$ cat src/rtl/wb_burst_master.sv
// wb_burst_master: command-driven Wishbone burst master feeding the memory
// controller's slave port. One Wishbone cycle per command with incrementing
// bursts, a one-entry write holding register, a registered read-data stream
// and a stalled-transfer timeout abort.
module wb_burst_master #(
    parameter int AW   = 26,
    parameter int DW   = 32,
    parameter int LW   = 9,
    parameter int TO_W = 8
) (
    input  logic              sys_clk,
    input  logic              resetn,
    input  logic              sdr_init_done,
    input  logic              cmd_valid,
    output logic              cmd_ready,
    input  logic [AW-1:0]     cmd_addr,
    input  logic [LW-1:0]     cmd_len,
    input  logic              cmd_wr,
    input  logic [DW/8-1:0]   cmd_sel,
    input  logic              wdata_valid,
    output logic              wdata_ready,
    input  logic [DW-1:0]     wdata,
    output logic              rdata_valid,
    output logic [DW-1:0]     rdata,
    output logic              rdata_last,
    output logic              done,
    output logic              err,
    output logic              busy,
    output logic              wb_cyc_o,
    output logic              wb_stb_o,
    output logic              wb_we_o,
    output logic [AW-1:0]     wb_addr_o,
    output logic [DW/8-1:0]   wb_sel_o,
    output logic [DW-1:0]     wb_dat_o,
    output logic [2:0]        wb_cti_o,
    input  logic [DW-1:0]     wb_dat_i,
    input  logic              wb_ack_i
);
    localparam int SW = DW / 8;
    // Abort fires on the edge that closes the (2^TO_W - 1)th ack-less strobe
    // cycle, i.e. while the counter still shows one less than all-ones.
    localparam logic [TO_W-1:0] TO_LAST = {{(TO_W-1){1'b1}}, 1'b0};

    typedef enum logic [1:0] {S_IDLE, S_WR, S_RD, S_FIN} state_t;

    state_t            r_state;
    logic [AW-1:0]     r_addr;
    logic [LW-1:0]     r_len;
    logic [LW-1:0]     r_beat_cnt;
    logic [LW-1:0]     r_acc;
    logic [SW-1:0]     r_sel;
    logic              r_we;
    logic              r_cyc;
    logic              r_stb;      // doubles as the hold-register valid in WR
    logic [DW-1:0]     r_hold;
    logic [2:0]        r_cti;
    logic [TO_W-1:0]   r_to_cnt;
    logic              r_err_pend;
    logic              r_done;
    logic              r_err;
    logic              r_rvalid;
    logic              r_rlast;
    logic [DW-1:0]     r_rdata;

    logic w_accept, w_ack, w_last_ack, w_to_hit, w_wfire;

    assign cmd_ready   = (r_state == S_IDLE) && sdr_init_done;
    assign w_accept    = cmd_valid && cmd_ready;
    assign w_ack       = r_stb && wb_ack_i;
    assign w_last_ack  = w_ack && (r_beat_cnt == LW'(1));
    // An ack in the terminal cycle wins over the timeout.
    assign w_to_hit    = r_stb && !wb_ack_i && (r_to_cnt == TO_LAST);
    // Refill the holding register in the same cycle it drains: no bubble.
    assign wdata_ready = (r_state == S_WR) && (r_acc < r_len) && (!r_stb || wb_ack_i);
    assign w_wfire     = wdata_valid && wdata_ready;

    // Command FSM: owns the Wishbone cycle, addressing, cti and completion pulses.
    always_ff @(posedge sys_clk or negedge resetn) begin
        if (!resetn) begin
            r_state    <= S_IDLE;
            r_addr     <= '0;
            r_len      <= '0;
            r_beat_cnt <= '0;
            r_acc      <= '0;
            r_sel      <= '0;
            r_we       <= 1'b0;
            r_cyc      <= 1'b0;
            r_stb      <= 1'b0;
            r_hold     <= '0;
            r_cti      <= 3'b000;
            r_to_cnt   <= '0;
            r_err_pend <= 1'b0;
            r_done     <= 1'b0;
            r_err      <= 1'b0;
        end else begin
            r_done <= 1'b0;
            r_err  <= 1'b0;
            case (r_state)
                S_IDLE: begin
                    if (w_accept) begin
                        r_addr     <= cmd_addr;
                        r_len      <= cmd_len;
                        r_beat_cnt <= cmd_len;
                        r_acc      <= '0;
                        r_sel      <= cmd_sel;
                        r_we       <= cmd_wr;
                        r_to_cnt   <= '0;
                        r_err_pend <= 1'b0;
                        if (cmd_len == '0) begin
                            r_state <= S_FIN;
                        end else begin
                            r_state <= cmd_wr ? S_WR : S_RD;
                            r_cyc   <= 1'b1;
                            r_stb   <= !cmd_wr;  // writes wait for the first data beat
                            r_cti   <= (cmd_len == LW'(1)) ? 3'b000 : 3'b010;
                        end
                    end
                end
                S_WR, S_RD: begin
                    if (w_wfire) begin
                        r_hold <= wdata;
                        r_acc  <= r_acc + LW'(1);
                    end
                    if (r_stb && !wb_ack_i) r_to_cnt <= r_to_cnt + TO_W'(1);
                    else                    r_to_cnt <= '0;
                    if (w_ack) begin
                        // Adding a power-of-two lane count never touches the low
                        // address bits, so unaligned offsets pass through.
                        r_addr     <= r_addr + AW'(SW);
                        r_beat_cnt <= r_beat_cnt - LW'(1);
                        if (r_beat_cnt == LW'(2)) r_cti <= 3'b111;
                    end
                    if (w_last_ack) begin
                        r_state <= S_FIN;
                        r_cyc   <= 1'b0;
                        r_stb   <= 1'b0;
                        r_cti   <= 3'b000;
                    end else if (w_to_hit) begin
                        r_state    <= S_FIN;
                        r_cyc      <= 1'b0;
                        r_stb      <= 1'b0;
                        r_cti      <= 3'b000;
                        r_to_cnt   <= '0;
                        r_err_pend <= 1'b1;
                    end else if (r_state == S_WR) begin
                        r_stb <= w_wfire || (r_stb && !wb_ack_i);
                    end
                end
                S_FIN: begin
                    r_done     <= 1'b1;
                    r_err      <= r_err_pend;
                    r_err_pend <= 1'b0;
                    r_state    <= S_IDLE;
                end
                default: r_state <= S_IDLE;
            endcase
        end
    end

    // Read return path: one-cycle registered copy of each acknowledged beat.
    always_ff @(posedge sys_clk or negedge resetn) begin
        if (!resetn) begin
            r_rvalid <= 1'b0;
            r_rlast  <= 1'b0;
            r_rdata  <= '0;
        end else begin
            r_rvalid <= w_ack && (r_state == S_RD);
            r_rlast  <= w_ack && (r_state == S_RD) && (r_beat_cnt == LW'(1));
            if (w_ack && (r_state == S_RD)) r_rdata <= wb_dat_i;
        end
    end

    assign busy        = (r_state != S_IDLE);
    assign done        = r_done;
    assign err         = r_err;
    assign rdata_valid = r_rvalid;
    assign rdata_last  = r_rlast;
    assign rdata       = r_rdata;
    assign wb_cyc_o    = r_cyc;
    assign wb_stb_o    = r_stb;
    assign wb_we_o     = r_we;
    assign wb_addr_o   = r_addr;
    assign wb_sel_o    = r_sel;
    assign wb_dat_o    = r_hold;
    assign wb_cti_o    = r_cti;
endmodule
$ cat config.mk
export PLATFORM = sky130hd
export DESIGN_NAME = wb_burst_master
export DESIGN_NICKNAME = d
export VERILOG_FILES = /design/src/rtl/wb_burst_master.sv
export SDC_FILE = /design/constraint.sdc
export NUM_CORES = 1
export LEC_CHECK = 0
export BUFFER_PORTS_ARGS = -buffer_cell sky130_fd_sc_hd__buf_2
export CELL_PAD_IN_SITES_DETAIL_PLACEMENT = 1
export CELL_PAD_IN_SITES_GLOBAL_PLACEMENT = 1
export CORE_ASPECT_RATIO = 1.5
export CORE_UTILIZATION = 39
export DETAILED_ROUTE_END_ITERATION = 10
export PLACE_DENSITY = 0.85
export SYNTH_ARGS = -nofsm -noshare
export SYNTH_HDL_FRONTEND = slang
export SYNTH_SLANG_ARGS = --single-unit
$ cat constraint.sdc
create_clock -name sys_clk -period 2.5 [get_ports sys_clk]
set_clock_uncertainty 0.15 [all_clocks]
set_input_delay 0.5 -clock sys_clk [delete_from_list [all_inputs] [get_ports sys_clk]]
set_output_delay 0.5 -clock sys_clk [all_outputs]
set_load 0.03 [all_outputs]
==> results by group <==
Timing
  – Shortest period the worst path allows: 2610 ps
  – Worst Slack Setup Final: -106 ps
  – Fmax: 384 MHz
  – Setup violators final: 35
  – Slew @ Worst Pin: 538 ps
  – RSZ-0062 raised after global routing: true
  – Min Hold Slack: 129 ps
  – Fin. Hold Viols: 0
  – Fin Setup TNS: -1290 ps
  – Final Max Slew Viols: 0
  – Relative slew slack: 64.1%
  – Tcrit/Tclk final: 104%

CTS
  – Clock H-tree levels: 4
  – TritonCTS clock tree: built
  – Total CTS buffers: 17
  – Clock sink total: 141
  – Latest clock arrival within the worst-skew pair: 430 ps
  – CTS Buffer Depth: 2
  – CTS root buf: clkbuf_16
  – Clock-pin slew on the worst setup and hold paths: 70 ps

Synth
  – Cell taking the most area after synthesis: dfrtp_1
  – Cell area after synthesis: 6730 µm²
  – Post-synthesis simple-gate area fraction: 12.9%
  – Number of synthesized flops with an enable pin: 0
  – Top post-synthesis cells by area: dfrtp_1, mux2_2, mux2_1
  – Top-count cell post-synth: dfrtp_1
  – Synth Area in Adders: 3.91%
  – Async set-reset flop share out of synthesis: 100%
  – Cells after Synth: 607
  – Largest family of logic cells by synthesized area: multiplexers
  – List of most frequent post-synthesis cells: dfrtp_1, mux2_2, a21oi_1, nand2_1, o21ai_0
  – Yosys cell types: 54
  – Synth Area in XOR/XNOR: 0%
  – Share of the synthesized area in the top cell type: 52.5%
  – Multiplexer share of the synthesized area: 15.9%
  – Yosys warns: 0
  – Sequential share of the synthesized area: 52.5%
  – Prevailing post-synth register cell: dfrtp_1
  – Number of synthesized register bits: 141
  – Syn_area_per_cell: 11.1 µm²
  – Synth Area in Compound Gates: 12.0%
  – Syn nets: 738

Floorplanning
  – Number of I/O pins: 217
  – Initial Util: 40.0%
  – Num rows: 58
  – Die width: 109 µm
  – Die Span Y: 163 µm
  – Total core area: 16800 µm²
  – Die Area: 17800 µm²

Placement
  – Dpl hpwl: 14900 µm
  – Routability cong.: 0.831
  – Placed cells: 1028
  – I/O Buffers: 216

Routing
  – Total number of vias: 5987
  – Drc violations: 0
  – Pre-antenna DRT Iters: 5
  – Post-route ant nets: 0
  – Final wirelength: 22300 µm
  – Vias per cell: 5.61
  – Avg WL per Cell: 20.9 µm
  – Initial drt markers: 244

Worst hold path
  – HP Class: input pin to flop
  – Hold depth: 2

Cells and area
  – Final std cells w/o fill: 1068
  – Finished Core Util: 53.2%
  – Layout area overhead: 33.1%
  – # fillers: 1904
  – Layout cells sized above 1: 40.6%
  – Post-layout nets: 973

Power and ir drop
  – Worst vdd ir: 0.000646 V
  – Pleak: 4.35 nW
  – Cell area power density: 1420 nW/µm²
  – Power Total: 0.0128 W

Critical path
  – FF-to-FF path depth: 8
  – Data required time of the critical path: 1850 ps
  – Type of origin of the critical path: flop
  – Arrival @ worst endpoint: 1960 ps
  – Crit end category: primary output
  – Critical path fanouts, max: 5
  – Crit Path Class: flop to primary output

GRT
  – Vias in the first global route: 6452
  – Grt total ovfl: 0
  – Global-route wire length before repair: 34500 µm
  – Largest net degree at the start of global routing: 53
  – Initial antenna violation count: 3
  – GRT Total Usage: 25.6%

Outcome
  – Failing checks: negative setup slack
  – Status: complete, but fails checks

Job
  – Max cap viols: 0
==> critical path: stages, from the launching register on <==
cell	delay [ps]
dfrtp_1	450
ha_2	350
nand4_1	190
nor2_1	300
a211oi_4	80
buf_6	150
==> per-stage QoR <==
| step | setup WS [ps] | instance area (µm²) |
|---|---|---|
| 4_1_cts | -49.7 | 8890 |
| 6_report | -106 | 8950 |
| 2_1_floorplan | 11.9 | 6730 |
| 3_5_place_dp | 88.1 | 8190 |
| 5_1_grt | -147 | 8950 |
| 3_3_place_gp | 188 | 8190 |
==> worst paths after layout <==
| check | start | to | slack [ps] |
|---|---|---|---|
| worst max-delay path | r_acc[5] | wdata_ready | -110 |
| worst min-delay path | wdata[0] | wb_dat_o[0] | 130 |
| worst max register to register | r_acc[5] | wb_dat_o[19] | -80 |
| worst min register to register | wb_dat_o[8] | wb_dat_o[8] | 330 |
| max in group asynchronous | resetn | rdata[17] | 1070 |
| min in group asynchronous | resetn | wb_dat_o[31] | 450 |
==> kinds of logic (layout without fill, tap and decap cells) <==
family	after synthesis	in the layout
buffers and inverters	47	295
DFF	141	141
other	0	3
AOI/OAI and AO/OA	136	136
adders and majority gates	21	21
muxes	97	97
and+or+nand+nor	165	165
==> cells in the final DEF, fill, tap and decap left out, types with 4 or more instances in the layout <==
cell type	synthesis	layout
nor3_1	5	5
nor2b_1	6	5
nand4_1	8	8
inv_1	20	18
and3_1	11	11
nand2_1	46	43
mux2i_1	16	16
and2_1	7	7
a21oi_1	47	45
o22ai_1	22	22
ha_1	21	19
buf_2	5	214
or3_1	6	6
mux2_1	31	31
or4_1	5	5
mux2_2	50	50
buf_12	0	4
nor2_1	22	21
a31oi_1	4	4
clkinv_4	0	4
bufinv_16	0	4
nand3_1	29	29
o31ai_1	5	5
buf_4	1	21
clkbuf_16	0	17
o21ai_0	34	32
dfrtp_1	141	141
nand2b_1	6	5
==> sequential cells by signal (all words and copies together) (netlist names), 2 cells and up <==
signal      flops
wb_dat_o       32
r_state         2
r_len           9
wb_sel_o        4
rdata          32
wb_cti_o        2
wb_addr_o      26
r_acc           9
r_beat_cnt      9
r_to_cnt        8
==> layer usage <==
metal | wire, µm | global-route usage, % | vias up | part of all wire [%]
met1 | 8050 | 27.8 | 3054 | 36
met3 | 803 | 4.68 | 61 | 3.6
met2 | 12500 | 46.9 | 184 | 56
met5 | 0 | 0 | - | 0
met4 | 947 | 12.7 | 0 | 4.2
li1 | - | - | 2688 | -
==> layout make-up <==
class                   instances  area, µm²  area share [%]
flip-flops and latches        141       3530            39.4
repair buffers                243       1350            15.1
clock buffers                  19        433            4.84
well taps                     210        263            2.94
clock inverters                13        191            2.14
diodes                          3       7.51          0.0839
inverters                      20       75.1           0.839
multi-input cells             419       3100            34.6
==> report_power, final <==
part | switching (W) | internal, W
sequential | 0.000668 | 0.00321
clock | 0.00105 | 0.00168
combinational | 0.00400 | 0.00215
==> repair_timing <==
item / CTS / global route
endpoints found under the hold margin: 50 / 0
cloned: 0 / 0
buffers inserted: 3 / 1
hold buffers: 1 / 0
pin swaps: 3 / 3
endpoints found under the setup margin: 3 / 51
gates resized for setup: 10 / 13
No activity file was read; power rests on OpenSTA's default activity.
